`src/rtl/duty_ramp_pkg.sv`:
```
// Shared types and constants for the duty_ramp slew-rate limiter.
package duty_ramp_pkg;

    localparam int DUTY_W    = 8;
    localparam int FRAME_LEN = 256;

    typedef enum logic [1:0] {
        IDLE = 2'd0,
        UP   = 2'd1,
        DOWN = 2'd2
    } ramp_state_t;

endpackage

```
`src/rtl/duty_ramp_if.sv`:
```
// Target handshake between the duty requester (master) and duty_ramp (slave).
interface duty_ramp_if;
    import duty_ramp_pkg::*;

    logic [DUTY_W-1:0] tgt_duty;
    logic              tgt_vld;
    logic              tgt_rdy;

    modport master (output tgt_duty, output tgt_vld, input tgt_rdy);
    modport slave  (input tgt_duty, input tgt_vld, output tgt_rdy);

endinterface

```
`src/rtl/duty_ramp_frame_timer.sv`:
```
// PWM frame counter plus a frame divider that flags when a duty step is due.
module frame_timer
    import duty_ramp_pkg::*;
#(
    parameter int DIV = 4
) (
    input  logic clk,
    input  logic rst_n,
    input  logic dcnt_clr,
    output logic frame_tick,
    output logic step_due
);

    localparam int FCNT_W = $clog2(FRAME_LEN);
    localparam int DCNT_W = (DIV > 1) ? $clog2(DIV) : 1;
    localparam logic [FCNT_W-1:0] FCNT_LAST = FCNT_W'(FRAME_LEN - 1);
    localparam logic [DCNT_W-1:0] DCNT_LAST = DCNT_W'(DIV - 1);

    logic [FCNT_W-1:0] fcnt;
    logic [DCNT_W-1:0] dcnt;

    // Free-running; reset together with the PWM so both frames stay aligned.
    always_ff @(posedge clk or negedge rst_n) begin
        if (!rst_n) begin
            fcnt <= '0;
        end else begin
            fcnt <= fcnt + FCNT_W'(1);
        end
    end

    always_ff @(posedge clk or negedge rst_n) begin
        if (!rst_n) begin
            dcnt <= '0;
        end else if (dcnt_clr) begin
            dcnt <= '0;
        end else if (frame_tick) begin
            dcnt <= (dcnt == DCNT_LAST) ? '0 : dcnt + DCNT_W'(1);
        end
    end

    assign frame_tick = (fcnt == FCNT_LAST);
    assign step_due   = frame_tick && (dcnt == DCNT_LAST);

endmodule

```
`src/rtl/duty_ramp.sv`:
```
// Slew-rate limiter walking the PWM duty toward a handshaken target.
// Define DUTY_RAMP_CLAMP_EN to cap accepted targets at MAX_DUTY.
module duty_ramp
    import duty_ramp_pkg::*;
#(
    parameter int                STEP     = 1,
    parameter int                DIV      = 4,
    parameter logic [DUTY_W-1:0] MAX_DUTY = 8'hF0
) (
    input  logic              clk,
    input  logic              rst_n,
    duty_ramp_if.slave        tgt,
    output logic [DUTY_W-1:0] duty,
    output logic              at_tgt,
    output logic              frame_tick
);

`ifdef DUTY_RAMP_CLAMP_EN
    localparam bit CLAMP_EN = 1'b1;
`else
    localparam bit CLAMP_EN = 1'b0;
`endif

    localparam logic [DUTY_W:0] STEP_X = STEP[DUTY_W:0];

    ramp_state_t       state, state_nx;
    logic [DUTY_W-1:0] tgt_q;
    logic [DUTY_W-1:0] acc_duty;
    logic [DUTY_W-1:0] next_duty;
    logic              rdy;
    logic              accept;
    logic              step_due;

    function automatic logic [DUTY_W-1:0] clamp_tgt(input logic [DUTY_W-1:0] t);
        return (CLAMP_EN && (t > MAX_DUTY)) ? MAX_DUTY : t;
    endfunction

    // Extra carry bit keeps duty from wrapping past full scale.
    function automatic logic [DUTY_W-1:0] sat_up(input logic [DUTY_W-1:0] d,
                                                 input logic [DUTY_W-1:0] t);
        logic [DUTY_W:0] sum;
        sum = {1'b0, d} + STEP_X;
        return (sum >= {1'b0, t}) ? t : sum[DUTY_W-1:0];
    endfunction

    // Borrow bit set means the subtraction went below zero.
    function automatic logic [DUTY_W-1:0] sat_down(input logic [DUTY_W-1:0] d,
                                                   input logic [DUTY_W-1:0] t);
        logic [DUTY_W:0] diff;
        diff = {1'b0, d} - STEP_X;
        return (diff[DUTY_W] || (diff[DUTY_W-1:0] <= t)) ? t : diff[DUTY_W-1:0];
    endfunction

    frame_timer #(.DIV(DIV)) u_timer (
        .clk        (clk),
        .rst_n      (rst_n),
        .dcnt_clr   (accept),
        .frame_tick (frame_tick),
        .step_due   (step_due)
    );

    assign acc_duty    = clamp_tgt(tgt.tgt_duty);
    assign accept      = tgt.tgt_vld && rdy;
    assign tgt.tgt_rdy = rdy;

    always_comb begin
        next_duty = duty;
        case (state)
            UP:      next_duty = sat_up(duty, tgt_q);
            DOWN:    next_duty = sat_down(duty, tgt_q);
            default: next_duty = duty;
        endcase
    end

    always_ff @(posedge clk or negedge rst_n) begin
        if (!rst_n) begin
            state <= IDLE;
        end else begin
            state <= state_nx;
        end
    end

    always_comb begin
        state_nx = state;
        case (state)
            IDLE: begin
                if (accept) begin
                    if (acc_duty > duty) begin
                        state_nx = UP;
                    end else if (acc_duty < duty) begin
                        state_nx = DOWN;
                    end
                end
            end
            UP, DOWN: begin
                if (step_due && (next_duty == tgt_q)) begin
                    state_nx = IDLE;
                end
            end
            default: state_nx = IDLE;
        endcase
    end

    always_comb begin
        rdy    = (state == IDLE);
        at_tgt = (state == IDLE);
    end

    // Duty moves only on the last clock of a frame, so the PWM never sees a mid-period change.
    always_ff @(posedge clk or negedge rst_n) begin
        if (!rst_n) begin
            tgt_q <= '0;
            duty  <= '0;
        end else begin
            if (accept) begin
                tgt_q <= acc_duty;
            end
            if (step_due && (state != IDLE)) begin
                duty <= next_duty;
            end
        end
    end

endmodule
```
`src/flat_wrapper.sv`:
```
// flat-port wrapper written by rule: the top's interface ports become plain ports
module duty_ramp_flat import duty_ramp_pkg::*;
#(
    parameter int                STEP     = 1,
    parameter int                DIV      = 4,
    parameter logic [DUTY_W-1:0] MAX_DUTY = 8'hF0
)
  (clk, rst_n, duty, at_tgt, frame_tick, tgt_tgt_duty, tgt_tgt_vld, tgt_tgt_rdy);
  duty_ramp_if tgt_i ();
  input  logic clk;
  input  logic rst_n;
  output logic [DUTY_W-1:0] duty;
  output logic at_tgt;
  output logic frame_tick;
  input wire logic [$bits(tgt_i.tgt_duty)-1:0] tgt_tgt_duty;
  input wire logic [$bits(tgt_i.tgt_vld)-1:0] tgt_tgt_vld;
  output wire logic [$bits(tgt_i.tgt_rdy)-1:0] tgt_tgt_rdy;
  assign tgt_i.tgt_duty = tgt_tgt_duty;
  assign tgt_i.tgt_vld = tgt_tgt_vld;
  assign tgt_tgt_rdy = tgt_i.tgt_rdy;
  duty_ramp #(.STEP(STEP), .DIV(DIV), .MAX_DUTY(MAX_DUTY)) u_core (.clk(clk), .rst_n(rst_n), .tgt(tgt_i), .duty(duty), .at_tgt(at_tgt), .frame_tick(frame_tick));
endmodule
```
`config.mk`:
```
export PLATFORM = sky130hd
export DESIGN_NAME = duty_ramp_flat
export DESIGN_NICKNAME = d
export VERILOG_FILES = /design/src/rtl/duty_ramp_pkg.sv /design/src/rtl/duty_ramp_if.sv /design/src/rtl/duty_ramp_frame_timer.sv /design/src/rtl/duty_ramp.sv /design/src/flat_wrapper.sv
export SDC_FILE = /design/constraint.sdc
export NUM_CORES = 1
export LEC_CHECK = 0
export BUFFER_PORTS_ARGS = -buffer_cell sky130_fd_sc_hd__buf_2
export CAP_MARGIN = 20
export CORE_AREA = 2 2 89 83
export DETAILED_ROUTE_END_ITERATION = 10
export DIE_AREA = 0 0 91 85
export PLACE_DENSITY = 0.6
export SLEW_MARGIN = 15
export SYNTH_ARGS = -nofsm -noshare
export SYNTH_HDL_FRONTEND = slang
export SYNTH_SLANG_ARGS = --single-unit
```
`constraint.sdc`:
```
create_clock -name clk -period 8.8 [get_ports clk]
set_input_delay 0.44 -clock clk [delete_from_list [all_inputs] [get_ports clk]]
set_output_delay 0.44 -clock clk [all_outputs]
set_load 0.1 [all_outputs]
```
* Yosys cells after proc, flatten, opt, wreduce, memory -nomap -nowiden
Cells that the tools add are included.
Storage, ports and cells: register bits after elaboration 28, input port bits 11, output and inout bits 11, logic and storage cells 42
Operators by class: add/subtract/negate cells 4, magnitude comparators 4, eq/ne operators 8, multiplexer cells 11, reductions and logical operators 10
Operators with widths (count):
- two-way mux 8 bit | 2
- one-hot mux 8 bit (2 select lines) | 1
- two-way mux 2 bit | 7
- adder 8 x 1 -> 9 bit (second input constant) | 1
- greater-or-equal comparator 9 x 8 -> 1 bit | 1
- subtractor 8 x 1 -> 9 bit (second input constant) | 1
- adder 8 x 1 -> 8 bit (second input constant) | 1
- == test 8 bit | 1
- == test 8 bit (second input constant) | 1
- > comparator 8 bit | 1
- <= comparator 8 bit | 1
- < comparator 8 bit | 1
- == test 2 bit (second input constant) | 2
- logical AND 1 bit | 4
- one-hot mux 2 bit (2 select lines) | 1
- nonzero test 2 bit | 2
- != test 3 bit (second input constant) | 1
- AND reduction 3 bit | 1
- adder 2 x 1 -> 2 bit (second input constant) | 1
- == test 2 x 1 -> 1 bit (second input constant) | 1
- zero test 2 bit | 1
- != test 2 x 1 -> 1 bit (second input constant) | 1
- != test 2 bit (second input constant) | 1
- OR reduction 2 bit | 1
- logical OR 1 bit | 1

* Logic depth before layout (Yosys ltp)
depth after elaboration 9, gate-level depth with buffers 17, mapped depth without buffers 15

* By module
From an unflattened synthesis, not the netlist that was laid out.
Second synthesis, totals: cell total of the unflattened synthesis 346, area total of the unflattened synthesis 2772.7 um2
By module, submodules not included:
- duty_ramp | instances 1, cells each 310, area each 2336.0 um2, sequential area each 450.4 um2
- frame_timer | instances 1, cells each 36, area each 436.7 um2, sequential area each 250.2 um2

* Worst setup path after synthesis
Ideal clock, no wire load.
kind register to register, start reg u_core.duty[0], end reg u_core.state[1], library setup time 0.120 ns, arrival 4.009 ns, data required time 8.680 ns, path slack 4.671 ns, cell stages (with the launch flop) 15, path buffers 1, clock period less this slack 4.129 ns, path through dfrtp_1 ha_1 nand3_1 nor2_1 xnor2_1 ha_1 a21o_1 a221o_1 a211o_1 buf_6 o21ai_1 nor4b_1 a211oi_1 a41o_2 a31o_1
Between the ends: word-level cells in the longest chain between the ends 9, elaborated cells between the ends (all ways) 18, classes of those cells add/sub (2); order compare (4); eq/ne (3); mux (6); reduce/logical (3)
RTL lines:
- start, declared | RTL line duty_ramp.sv:13 | output logic [DUTY_W-1:0] duty,
- start signal, assigned | RTL line duty_ramp.sv:119 | duty <= next_duty;
- subtractor 8 x 1 -> 9 bit | RTL line duty_ramp.sv:50 | diff = {1'b0, d} - STEP_X;
- <= comparator 8 bit | RTL line duty_ramp.sv:51 | return (diff[DUTY_W] || (diff[DUTY_W-1:0] <= t)) ? t : diff[DUTY_W-1:0];
- logical OR 1 bit | RTL line duty_ramp.sv:51
- two-way mux 8 bit | RTL line duty_ramp.sv:51
- one-hot mux 8 bit (2 select lines) | RTL line duty_ramp.sv:68 | case (state)
- == test 8 bit | RTL line duty_ramp.sv:96 | if (step_due && (next_duty == tgt_q)) begin
- logical AND 1 bit | RTL line duty_ramp.sv:96
- != test 2 x 1 -> 1 bit (no line)
- AND reduction 3 bit (no line)
- end signal, assigned | RTL line duty_ramp.sv:79 | state <= state_nx;
- end, declared | RTL line duty_ramp.sv:26 | ramp_state_t state, state_nx;
Several ways; a longest one is shown, not always the timed one. The select of a mux whose other input is x is not followed. A chain may end at the register's enable or synchronous reset.

* Final worst setup path
Same ends and word-level chain as after synthesis.

==> results.md <==
* Antenna viol nets, final at 0
* Reg clk slew, reported paths at 110 ps
* Pin count of the biggest net entering global routing at 29
* Post-CTS Setup Inserts at 0
* Synth Area in Compound Gates at 0.2381
* Core outline area at 0.006822 mm²
* Comb pwr share at 0.583
* RSZ-0062 raised after global routing: no
* Slew Limit Fails at 0
* Initial core utilization at 0.4367
* FP Rows at 29
* Commonest non-fill, non-tap cell in the layout: nand2_1
* Synth Area in XOR/XNOR at 0.06174
* Commonest non-fill, non-tap cells in the layout: nand2_1, inv_1, ha_1, dfrtp_1
* Clk root buf: clkbuf_8
* Int Power at 0.3562 mW
* Fin crit period at 4434 ps
* Switching Fraction at 0.5108
* P_sw at 0.3720 mW
* Post-CTS resize count at 0
* Max clock buf depth at 2
* Die area at 0.007735 mm²
* DR iter-0 viols at 413
* Req. time, crit path at 9000 ps
* Sink Count at 28
* Slew of the pin with the lowest slew margin at 785.3 ps
* CTS Hold Bufs at 0
* Final HPWL DP at 6320 µm
* Pwr dens at 235.8 mW/mm²
* Final worst-path cycle share at 0.5039
* Area share of fa/ha/maj cells after synthesis at 0.1260
* Seq pwr share at 0.271
* DRT Wirelength at 8320 µm
* Power share of the clock group at 0.147
* Post-synth ARST share at 1.000
* Synth Cell Area at 0.002979 mm²
* Latest clock arrival within the worst-skew pair at 290 ps
* Max FO, Critical Path at 16
* Buf/Inv on CP at 2
* Worst Clk Skew at 16.50 ps
* Outcome: finished clean
* Syn-to-layout area delta at 3.696%
* Net count after synthesis at 397
* Post-Layout Cell Count at 452
* IR drop worst, VDD at 0.0001289 V
* Port-buffer cells at 21
* Worst hold-check path type: input port to async pin
* Top delay family on crit path: simple AND/OR/NAND/NOR gates
* Max cap viols at 0
* Vias after detailed routing at 2,794
* Share of layout cells above drive strength 1 at 0.1281
* Residual overflow from global routing at 0
* CP cell instances: inv_1 > ha_1 > nor3b_1 > nand2_1 > xnor2_1 > inv_1 > ha_1 > a211o_1 > o211ai_1 > nand4_1 > nand2_1 > o32ai_1 > a2111oi_2 > nand4b_1 > a31o_1
* Peak Freq at 225.5 MHz
* Mapped Cells at 356
* Ys Warns at 0
* Nets at 401
* Sum of negative setup slack at 0 ps
* DP Cell Count at 448
* DR DRC count at 0
* Post-synthesis sequential element count at 28
* # diodes at 0
* Routed WL per cell at 18.41 µm
* Die width at 91 µm
* GP Congestion at 0.9527
* Main flop type after synthesis: dfrtp_1
* Yosys cell types at 64
* Die Span Y at 85 µm
* Total CTS buffers at 3
* Synth Area in Simple Gates at 0.1911
* Placed inst area at 0.003018 mm²
* Mux contribution to synthesized area at 0.04368
* Worst endpoint data arrival time at 4630 ps
* Share of the yosys chip area belonging to registers at 0.2352
* Worst setup EP type: flip-flop
* Max incr delay on CP at 560 ps
* Initial antenna violation count at 0
* Layout Cell Area excl Fill at 0.003089 mm²
* Final setup fails at 0
* CTS tree: done
* Ports at 22
* Startpoint types: flip-flop
* Largest family of logic cells by synthesized area: compound AO/OA/AOI/OAI gates
* Slowest stage cell, crit path: dfrtp_1
* Number of flops mapped to enable cells by yosys at 0
* Via/cell ratio at 6.181
* First-pass GRT wire length at 14,030 µm
* Mean post-synth cell area at 8.368 µm²
* GRT Total Usage at 0.2240
* Rel. slew slack at 0.4755
* Hold Vio Cnt, Final at 0
* Kind of critical path: flip-flop to flip-flop
* Vias in the first global route at 2,604
* Htree depth at 1
* First-pass iteration count of the detailed router at 5
* LEAKAGE at 1.409 nW
sequential cells by signal, summed over array words and instances, names as in the netlist:
signal / flops
u_core.duty: 8
u_core.u_timer.dcnt: 2
u_core.u_timer.fcnt: 8
u_core.tgt_q: 8
u_core.state: 2
per-stage QoR:
stage / utilization / setup slack (ps) / power [mW] / hold slack (ps)
detailed placement: 0.4424 / 4452 / 0.6099 / 471.3
finish: 0.4529 / 4366 / 0.7283 / 143.3
global placement: 0.4424 / 4485 / 0.6136 / 461.1
CTS: 0.4529 / 4406 / 0.7169 / 191.6
floorplan: - / 4671 / 0.5347 / 144.4
global route: 0.4529 / 3904 / 0.7788 / 211.4
Yosys cell counts (4+ instances only):
| cell type | n | area [µm²] |
|---|---|---|
| a21o_1 | 6 | 45.04 |
| a21oi_1 | 18 | 90.09 |
| a31oi_1 | 7 | 43.79 |
| buf_6 | 10 | 112.6 |
| clkbuf_1 | 8 | 30.03 |
| dfrtp_1 | 28 | 700.7 |
| ha_1 | 30 | 375.4 |
| inv_1 | 33 | 123.9 |
| mux2_2 | 8 | 90.09 |
| mux2i_1 | 4 | 40.04 |
| nand2_1 | 43 | 161.4 |
| nand3_1 | 15 | 75.07 |
| nand4_1 | 7 | 43.79 |
| nor2_1 | 16 | 60.06 |
| nor3_1 | 5 | 25.02 |
| o21ai_0 | 21 | 105.1 |
| o22ai_1 | 4 | 25.02 |
| xnor2_1 | 13 | 113.9 |
| xor2_1 | 8 | 70.07 |
cells by family (layout without fill, tap and decap cells):
family,count (synthesis),count (layout)
AOI/OAI and AO/OA,99,99
xor gates and xnor gates,21,21
muxes,12,12
DFF,28,28
and+or+nand+nor,110,110
adders and majority gates,30,30
buffers and inverters,56,59
final cells by class:
class / instances / area (µm²)
clock buffer: 3 / 41.29
clock inverter: 1 / 30.03
multi-input combinational: 272 / 1968
timing repair buffer: 21 / 105.1
tap: 93 / 116.4
inverter: 34 / 127.6
sequential: 28 / 700.7
fill: 717 / 3732
layer usage:
metal  vias up  routed length [µm]  global-route usage
li1       1293                   -                   -
met1      1337                3826              0.3280
met2       147                3614              0.3367
met3        17                 733             0.04796
met4         0                 146             0.05647
met5         -                   0                   0
power by group through the flow:
stage | clock (mW) | combinational [mW] | sequential (mW)
floorplan | 0 | 0.363 | 0.172
global placement | 0 | 0.416 | 0.198
detailed placement | 0 | 0.412 | 0.198
CTS | 0.108 | 0.414 | 0.196
global route | 0.112 | 0.465 | 0.202
finish | 0.107 | 0.424 | 0.197
final timing paths:
| path | start | to | slack (ps) | cells after the start |
|---|---|---|---|---|
| max in group asynchronous | rst_n | u_core.tgt_q[3] | 8210 | 1 |
| setup / recovery | u_core.duty[0] | u_core.state[1] | 4370 | 15 |
| setup reg to reg | u_core.duty[0] | u_core.state[1] | 4370 | 15 |
| min in group clk | tgt_tgt_duty[4] | u_core.tgt_q[4] | 390 | 2 |
| hold / removal | rst_n | u_core.duty[6] | 140 | 1 |
| hold reg to reg | u_core.u_timer.fcnt[4] | u_core.u_timer.fcnt[4] | 480 | 1 |
Power figures use the tool's default switching activity.
